File: config.mk
export PLATFORM = sky130hd
export DESIGN_NAME = push_debounce_flat
export DESIGN_NICKNAME = d
export VERILOG_FILES = /design/src/rtl/push_debounce_pkg.sv /design/src/rtl/push_debounce_if.sv /design/src/rtl/push_debounce_chan.sv /design/src/rtl/push_debounce.sv /design/src/flat_wrapper.sv
export SDC_FILE = /design/constraint.sdc
export NUM_CORES = 1
export LEC_CHECK = 0
export ABC_AREA = 1
export CAP_MARGIN = 25
export CORE_ASPECT_RATIO = 1.5
export CORE_MARGIN = 1.5
export CORE_UTILIZATION = 45
export DETAILED_ROUTE_END_ITERATION = 8
export GPL_ROUTABILITY_DRIVEN = 0
export GPL_TIMING_DRIVEN = 0
export PLACE_DENSITY = 0.68
export SLEW_MARGIN = 20
export SYNTH_ARGS = -nofsm -noshare
export SYNTH_HDL_FRONTEND = slang
export SYNTH_SLANG_ARGS = --single-unit
File: constraint.sdc
create_clock -name clk -period 4.6 [get_ports clk]
set_input_delay 0.92 -clock clk [delete_from_list [all_inputs] [get_ports clk]]
set_output_delay 0.92 -clock clk [all_outputs]
set_load 0.005 [all_outputs]
File: src/rtl/push_debounce_pkg.sv
// push_debounce_pkg: shared state encoding and default timing constants
package push_debounce_pkg;
  typedef enum logic [1:0] {ST_UP, ST_WAIT_DN, ST_DOWN, ST_WAIT_UP} state_t;
  localparam int DEF_STABLE_CNT = 500000;
  localparam int DEF_CNT_W = 20;
endpackage

File: src/rtl/push_debounce_if.sv
// push_debounce_if: button lines in, conditioned levels, strobes and flags out
interface push_debounce_if #(parameter int N_BTN = 4);
  logic [N_BTN-1:0] push_in;
  logic [N_BTN-1:0] flag_clr;
  logic [N_BTN-1:0] push_out;
  logic [N_BTN-1:0] press_pulse;
  logic [N_BTN-1:0] release_pulse;
  logic [N_BTN-1:0] press_flag;
  modport master (output push_in, flag_clr, input push_out, press_pulse, release_pulse, press_flag);
  modport slave (input push_in, flag_clr, output push_out, press_pulse, release_pulse, press_flag);
endinterface

File: src/rtl/push_debounce_chan.sv
// debounce_chan: one button channel with synchroniser, debounce FSM, counter and sticky flag
module debounce_chan import push_debounce_pkg::*; #(
  parameter int STABLE_CNT = DEF_STABLE_CNT,
  parameter int CNT_W = DEF_CNT_W,
  parameter bit ACTIVE_LOW = 1'b1
) (
  input  logic clk,
  input  logic rst,
  input  logic push_in,
  input  logic flag_clr,
  output logic push_out,
  output logic press_pulse,
  output logic release_pulse,
  output logic press_flag
);
  localparam logic REL = ACTIVE_LOW;
  localparam logic [CNT_W-1:0] LAST = CNT_W'(STABLE_CNT - 1);
  logic [1:0] sync;
  logic s;
  state_t state, state_nxt;
  logic [CNT_W-1:0] cnt, cnt_inc, cnt_nxt;
  logic done, counting;
  assign s = sync[1] ^ REL;
  assign cnt_inc = cnt + 1'b1;
  assign done = cnt_inc == LAST;
  assign counting = (state == ST_WAIT_DN && s) || (state == ST_WAIT_UP && !s);
  assign cnt_nxt = counting ? cnt_inc : '0;
  // two-flop synchroniser, parked at the released level during reset
  always_ff @(posedge clk)
    sync <= rst ? {2{REL}} : {sync[0], push_in};
  // next state: the counter reaches its last value on the same edge the level is accepted
  always_comb begin
    state_nxt = state;
    case (state)
      ST_UP:      state_nxt = s ? ST_WAIT_DN : ST_UP;
      ST_WAIT_DN: state_nxt = !s ? ST_UP : done ? ST_DOWN : ST_WAIT_DN;
      ST_DOWN:    state_nxt = !s ? ST_WAIT_UP : ST_DOWN;
      ST_WAIT_UP: state_nxt = s ? ST_DOWN : done ? ST_UP : ST_WAIT_UP;
      default:    state_nxt = ST_UP;
    endcase
  end
  // state, counter and registered outputs; a press strobe beats a same-cycle flag clear
  always_ff @(posedge clk)
    if (rst) begin
      state <= ST_UP;
      cnt <= '0;
      push_out <= 1'b0;
      press_pulse <= 1'b0;
      release_pulse <= 1'b0;
      press_flag <= 1'b0;
    end else begin
      state <= state_nxt;
      cnt <= cnt_nxt;
      push_out <= state_nxt == ST_DOWN || state_nxt == ST_WAIT_UP;
      press_pulse <= state == ST_WAIT_DN && state_nxt == ST_DOWN;
      release_pulse <= state == ST_WAIT_UP && state_nxt == ST_UP;
      press_flag <= press_pulse | (press_flag & ~flag_clr);
    end
endmodule

File: src/rtl/push_debounce.sv
// push_debounce: N_BTN independent debounced push-button channels
module push_debounce import push_debounce_pkg::*; #(
  parameter int N_BTN = 4,
  parameter int STABLE_CNT = DEF_STABLE_CNT,
  parameter int CNT_W = DEF_CNT_W,
  parameter bit ACTIVE_LOW = 1'b1
) (
  input logic clk,
  input logic rst,
  push_debounce_if.slave bus
);
  logic [N_BTN-1:0] push_out, press_pulse, release_pulse, press_flag;
  for (genvar i = 0; i < N_BTN; i++) begin : g_chan
    debounce_chan #(
      .STABLE_CNT(STABLE_CNT),
      .CNT_W(CNT_W),
      .ACTIVE_LOW(ACTIVE_LOW)
    ) u_chan (
      .clk(clk),
      .rst(rst),
      .push_in(bus.push_in[i]),
      .flag_clr(bus.flag_clr[i]),
      .push_out(push_out[i]),
      .press_pulse(press_pulse[i]),
      .release_pulse(release_pulse[i]),
      .press_flag(press_flag[i])
    );
  end
  assign bus.push_out = push_out;
  assign bus.press_pulse = press_pulse;
  assign bus.release_pulse = release_pulse;
  assign bus.press_flag = press_flag;
endmodule

File: src/flat_wrapper.sv
// flat-port wrapper written by rule: the top's interface ports become plain ports
module push_debounce_flat import push_debounce_pkg::*;
#(
  parameter int N_BTN = 4,
  parameter int STABLE_CNT = DEF_STABLE_CNT,
  parameter int CNT_W = DEF_CNT_W,
  parameter bit ACTIVE_LOW = 1'b1
)
  (clk, rst, bus_push_in, bus_flag_clr, bus_push_out, bus_press_pulse, bus_release_pulse, bus_press_flag);
  push_debounce_if #(.N_BTN(N_BTN)) bus_i ();
  input logic clk;
  input logic rst;
  input wire logic [$bits(bus_i.push_in)-1:0] bus_push_in;
  input wire logic [$bits(bus_i.flag_clr)-1:0] bus_flag_clr;
  output wire logic [$bits(bus_i.push_out)-1:0] bus_push_out;
  output wire logic [$bits(bus_i.press_pulse)-1:0] bus_press_pulse;
  output wire logic [$bits(bus_i.release_pulse)-1:0] bus_release_pulse;
  output wire logic [$bits(bus_i.press_flag)-1:0] bus_press_flag;
  assign bus_i.push_in = bus_push_in;
  assign bus_i.flag_clr = bus_flag_clr;
  assign bus_push_out = bus_i.push_out;
  assign bus_press_pulse = bus_i.press_pulse;
  assign bus_release_pulse = bus_i.release_pulse;
  assign bus_press_flag = bus_i.press_flag;
  push_debounce #(.N_BTN(N_BTN), .STABLE_CNT(STABLE_CNT), .CNT_W(CNT_W), .ACTIVE_LOW(ACTIVE_LOW)) u_core (.clk(clk), .rst(rst), .bus(bus_i));
endmodule
==> results of run 1 <==
## final timing paths
kind	startpoint	endpoint	slack, ps	cells after the start
setup / recovery	u_core.g_chan[3].u_chan.press_pulse	bus_press_pulse[3]	2350	2
hold / removal	u_core.g_chan[3].u_chan.state[1]	u_core.g_chan[3].u_chan.press_pulse	420	1
setup reg to reg	u_core.g_chan[3].u_chan.cnt[0]	u_core.g_chan[3].u_chan.push_out	2540	9
hold reg to reg	u_core.g_chan[3].u_chan.state[1]	u_core.g_chan[3].u_chan.press_pulse	420	1
## area by class of cell
| type | instances | area [um2] |
|---|---|---|
| Buffer | 27 | 162.7 |
| Inverter | 97 | 364.1 |
| Clock buffer | 12 | 256.5 |
| Multi-Input combinational cell | 585 | 2892 |
| Sequential cell | 112 | 2242 |
| Timing Repair Buffer | 24 | 240.2 |
| Fill cell | 1234 | 5958 |
| Clock inverter | 4 | 76.32 |
| Tap cell | 156 | 195.2 |
## worst max-delay path, cell delays in order, from the launching register on
cell and delay (ps):
dfxtp_1 360, buf_4 130, clkdlybuf4s50_1 490
## report_power, final
part	leakage, uW	switching (uW)	internal (uW)	total, uW
Clock	0.000159	353	509	861
Combinational	0.00124	9.04	10.7	19.7
Sequential	0.000904	2.23	973	975
Total	0.00230	364	1490	1860
## per-stage QoR
stage	instances	power, uW
after floorplan	821	1008
after global placement	1001	1018
after detailed placement	1001	1018
after CTS	1017	1873
after global routing	1017	1909
final	1017	1856
## layer usage
| layer | vias to the layer above | track usage (%) | wire [um] |
|---|---|---|---|
| li1 | 2612 | - | - |
| met3 | 29 | 3.312 | 309 |
| met1 | 2156 | 20.18 | 4780 |
| met4 | 0 | 9.898 | 374 |
| met5 | - | 0 | 0 |
| met2 | 70 | 33.96 | 6010 |
## logic make-up after synthesis
kind of cell | share of synthesized area, %
xor+xnor | 4.929
simple gates | 40.30
fa+ha+maj | 1.768
flops | 39.61
buf+inv | 9.306
compound gates | 4.089
## sequential cells by signal (all words and copies together), names as in the netlist
name,cells
u_core.g_chan.u_chan.state,8
u_core.g_chan.u_chan.cnt,80
u_core.g_chan.u_chan.release_pulse,4
u_core.g_chan.u_chan.press_flag,4
u_core.g_chan.u_chan.press_pulse,4
u_core.g_chan.u_chan.push_out,4
u_core.g_chan.u_chan.sync,8
## placed cells by master (no fill, tap or decap), types with 16 or more instances in the layout
cell	n
dfxtp_1	112
buf_4	16
clkdlybuf4s50_1	24
nor2_1	159
xor2_1	24
nand2_1	194
a21oi_1	27
nand4_1	17
nand3_1	54
inv_1	93
nor2_2	16
==> run summary, run 1 <==
first-pass GRT wire length = 19.65 mm
worst hold margin = 420.9 ps
ys flop type = dfxtp_1
Leakage = 0.002304 uW
core region area = 12,390 um2
DR WL/cell = 11.28 um
register area share after synthesis = 39.61%
Post-CTS Setup Bufs = 0
root buffer cell = clkbuf_16
PwrDens = 288.8 nW/um2
Final Cell Area = 6429 um2
count of cell types in the netlist = 33
DR DRC count = 0
initial drt markers = 116
Util after Layout = 51.90%
Setup Viol. Count Final = 0
CTS Buf Count = 9
post-route ant nets = 0
IO Pins = 26
critical path type = reg -> out
Place WS = 2229 ps
average size of a mapped cell = 6.895 um2
largest net degree at the start of global routing = 18
cell row count = 50
die width = 94.58 um
fmax = 445.3 MHz
setup TNS = 0 ps
synth cell count leaders = nand2_1, nor2_1, dfxtp_1, inv_1, nand3_1
Synth-to-Final Area Change = 13.57%
Die Y = 140.4 um
arrival time at the worst endpoint = 1330 ps
CTS H-tree lvls = 3
fin nets = 874
clk_lat worst skew = 350 ps
Die Area = 13,270 um2
Max-Cap Viols = 0
CTS Buffer Depth = 2
Worst Tran Pin Value = 560.7 ps
vias in the first global route = 4,689
initial core utilization = 45.70%
hold buffer count at CTS = 0
# port buffers = 24
crit-path max FO = 2
DP HPWL = 8.962 mm
GRT Util Overall = 18.75%
Vias = 4,867
final hold vios = 0
cells after synthesis = 821
# resized after CTS = 0
relative max-transition margin = 62.62%
ANT cells = 0
ys async rst share = 0%
CTS tree = done
top cell type's share of synthesized area = 39.61%
Final min period = 2246 ps
vias per cell = 4.786
gr ovfl total = 0
Clock transition at path regs = 70 ps
Placed Area = 6096 um2
hold crit path type = reg -> reg
Ys Warns = 0
Mapped Area = 5660 um2
Setup WS post-layout = 2354 ps
crit path launch type = flip-flop
count leader, synth = nand2_1
final wirelength = 11.47 mm
Data required, critical path = 3680 ps
TritonCTS Sinks = 112
area leader, netlist = dfxtp_1
Yosys reg bits = 112
Tcrit/Tclk final = 48.82%
layout cells sized above 1 = 10.92%
status = finished clean
CP Capture Type = output pin
drt first pass iters = 4
Post-synth EDFFs = 0
Max Slew Vio Count = 0
syn nets = 839
Synth area leaders = dfxtp_1, nand2_1, nor2_1
Setup Skew = 10.01 ps
Max VDD drop = 0.1688 mV
RSZ-0062 raised after global routing = false
initial antenna violation count = 0
(Power assumes the default switching activity.)
==> run 2, diff against run 1 <==
==> constraint.sdc (replaced) <==
create_clock -name clk -period 2.2 [get_ports clk]
set_input_delay 0.44 -clock clk [delete_from_list [all_inputs] [get_ports clk]]
set_output_delay 0.44 -clock clk [all_outputs]
set_load 0.005 [all_outputs]
==> run 2 against run 1 <==
Sequential power increased by 110%. Combinational power rose by 110%. Non-clock buffer count is the same. Critical path type is now reg -> reg. Critical endpoint is now u_core.g_chan[1].u_chan.state[0]. Largest power group unchanged.
==> run summary, run 2 (synthesis gave the netlist of run 1 again) <==
DR WL/cell = 11.26 um (-0.22%)
Die Y = 140.4 um (unchanged)
initial drt markers = 120 (+3.4%)
crit-path cells = ha_1 > nand3_1 > nor2_2 > nand3_1 > nand2_1 > nand2_1 > nor2_1 > nand3_1 > nor2_4 > nand2_2 > and3_1
Synth-to-Final Area Change = 13.77%
Max-Cap Viols = 0 (unchanged)
Setup Skew = 9.317 ps (-0.6894 ps)
Crit path max-delay family = simple AND/OR/NAND/NOR gates
crit path from = u_core.g_chan[1].u_chan.cnt[1]
commonest non-fill, non-tap cell in the layout = nand2_1
Data required, critical path = 2440 ps (-1240 ps)
final hold vios = 0 (unchanged)
final wirelength = 11.45 mm (-0.22%)
Final Cell Area = 6440 um2 (+0.18%)
fmax = 511.3 MHz
Clock Power Share = 46.4% (about the same)
CP Depth = 11 (+9)
Tcrit/Tclk final = 88.91%
crit-path max FO = 4 (+2)
PwrDens = 602.3 nW/um2 (+110%)
CTS Buf Count = 9 (unchanged)
vias in the first global route = 4,683 (-0.13%)
fin nets = 874 (unchanged)
PnR Total Power = 3879 uW (+110%)
core region area = 12,390 um2 (unchanged)
Storage cell area = 2243 um2 (about the same)
Die Area = 13,270 um2 (unchanged)
Top reg by flops = u_core.g_chan.u_chan.cnt
die width = 94.58 um (unchanged)
RSZ-0062 raised after global routing = true
drt first pass iters = 4 (unchanged)
WHS Path Cells = 1 (unchanged)
relative max-transition margin = 62.57% (about the same)
Internal Power = 3120 uW (+110%)
# port buffers = 24 (unchanged)
Placed Area = 6096 um2 (unchanged)
WP buf/inv = 0 (-2)
Worst Tran Pin Value = 561.4 ps (+0.7399 ps)
largest net degree at the start of global routing = 18 (unchanged)
Hold Crit Start = u_core.g_chan[3].u_chan.state[1]
Clock transition at path regs = 70 ps (about the same)
max FFs per register = 80 (unchanged)
commonest non-fill, non-tap cells in the layout = nand2_1, nor2_1, dfxtp_1
worst reg2reg path depth = 11 (+2)
CTS tree = done
clk_lat worst skew = 350 ps (about the same)
ANT cells = 0 (unchanged)
hold buffer count at CTS = 0 (unchanged)
Setup Viol. Count Final = 0 (unchanged)
area occupied by multi-input gates = 2902 um2 (+0.35%)
crit path launch type = flip-flop
TritonCTS Sinks = 112 (unchanged)
CP Capture Type = flip-flop
biggest regs = u_core.g_chan.u_chan.cnt: 80 flops, u_core.g_chan.u_chan.state: 8 flops, u_core.g_chan.u_chan.sync: 8 flops
layout cells sized above 1 = 11.15% (+0.23 points)
vias per cell = 4.788 (about the same)
R2R Path Start = u_core.g_chan[1].u_chan.cnt[1]
first-pass GRT wire length = 19.67 mm (+0.10%)
cell row count = 50 (unchanged)
Max stage delay cell, worst path = dfxtp_1
r2r setup slk = 240 ps (-2300 ps)
RR Endpoint = u_core.g_chan[1].u_chan.state[0]
setup TNS = 0 ps (unchanged)
switch share = 19.56% (-0.053 points)
Max stage delay on crit path = 390 ps (-100 ps)
Fillers = 1,235 (+0.081%)
switching power = 758.7 uW (+110%)
status = finished clean
Comb pwr share = 1.1% (about the same)
DR DRC count = 0 (unchanged)
Setup WS post-layout = 244.0 ps (-2110 ps)
Max VDD drop = 0.3530 mV (+110%)
gr ovfl total = 0 (unchanged)
Place WS = 132.3 ps (-2097 ps)
arrival time at the worst endpoint = 2200 ps (+870 ps)
Max Slew Vio Count = 0 (unchanged)
initial core utilization = 45.70% (unchanged)
IO Pins = 26 (unchanged)
GRT Util Overall = 18.77% (+0.022 points)
CTS Buffer Depth = 2 (unchanged)
sequential share of power = 52.6% (about the same)
DP HPWL = 8.962 mm (unchanged)
initial antenna violation count = 0 (unchanged)
hold crit path type = reg -> reg
Final min period = 1956 ps
root buffer cell = clkbuf_16
Leakage = 0.002305 uW (about the same)
Vias = 4,869 (+0.041%)
critical path type = reg -> reg
CTS H-tree lvls = 3 (unchanged)
Crit path top cell by count = nand3_1
Hold Crit Endpoint = u_core.g_chan[3].u_chan.press_pulse
Post-CTS Setup Bufs = 0 (unchanged)
post-route ant nets = 0 (unchanged)
# resized after CTS = 0 (unchanged)
## run 2: cell counts in the layout (fill, tap and decap cells not counted)
No cell type changed its count.
## run 2: worst max-delay path by stage
stage	endpoint
2_1_floorplan	u_core.g_chan[1].u_chan.state[0]
3_3_place_gp	u_core.g_chan[3].u_chan.push_out
3_5_place_dp	u_core.g_chan[3].u_chan.push_out
4_1_cts	u_core.g_chan[3].u_chan.push_out
5_1_grt	u_core.g_chan[3].u_chan.push_out
6_report	u_core.g_chan[1].u_chan.state[0]
## run 2: cell type report
type / count / share of cell area (%)
repair buffers: 24 / 3.730
inverters: 97 / 5.654
multi-input cells: 585 / 45.06
flip-flops and latches: 112 / 34.84
well taps: 156 / 3.031
clock inverters: 4 / 1.185
clock buffers: 12 / 3.983
plain buffers: 27 / 2.526
## run 2: power groups by stage
| stage | Clock [uW] | Sequential (uW) | Combinational [uW] |
|---|---|---|---|
| global route | 1910 | 2040 | 45.8 |
| floorplan | 0 | 2090 | 22.1 |
| detailed placement | 0 | 2090 | 41.8 |
| CTS | 1830 | 2040 | 42.1 |
| finish | 1800 | 2040 | 41.3 |
| global placement | 0 | 2090 | 41.6 |
## run 2: through the flow
stage                     hold slack, ps  cells  utilization [%]
after global placement             397.2   1001            49.21
after floorplan                    389.5    821                -
after global routing               437.6   1017            51.99
after CTS                          415.0   1017            51.90
final                              420.9   1017            51.99
after detailed placement           405.1   1001            49.21
## run 2: routing by layer
metal | vias to the layer above | wire [um] | track usage (%)
li1 | 2614 | - | -
met1 | 2160 | 4755 | 20.24
met5 | - | 0 | 0
met3 | 26 | 313 | 3.312
met4 | 0 | 338 | 9.584
met2 | 69 | 6040 | 34.12
==> run 3, diff against run 2 <==
--- a/config.mk
+++ b/config.mk
@@ -6,10 +6,11 @@
 export NUM_CORES = 1
 export LEC_CHECK = 0
 export ABC_AREA = 1
-export CAP_MARGIN = 25
+export CAP_MARGIN = 0
 export CORE_ASPECT_RATIO = 1.5
 export CORE_MARGIN = 1.5
 export CORE_UTILIZATION = 45
+export CTS_CLUSTER_SIZE = 30
 export DETAILED_ROUTE_END_ITERATION = 8
 export GPL_ROUTABILITY_DRIVEN = 0
 export GPL_TIMING_DRIVEN = 0
==> results of run 3 <==
No change in the layout: final DEF, timing and power equal those of run 2.
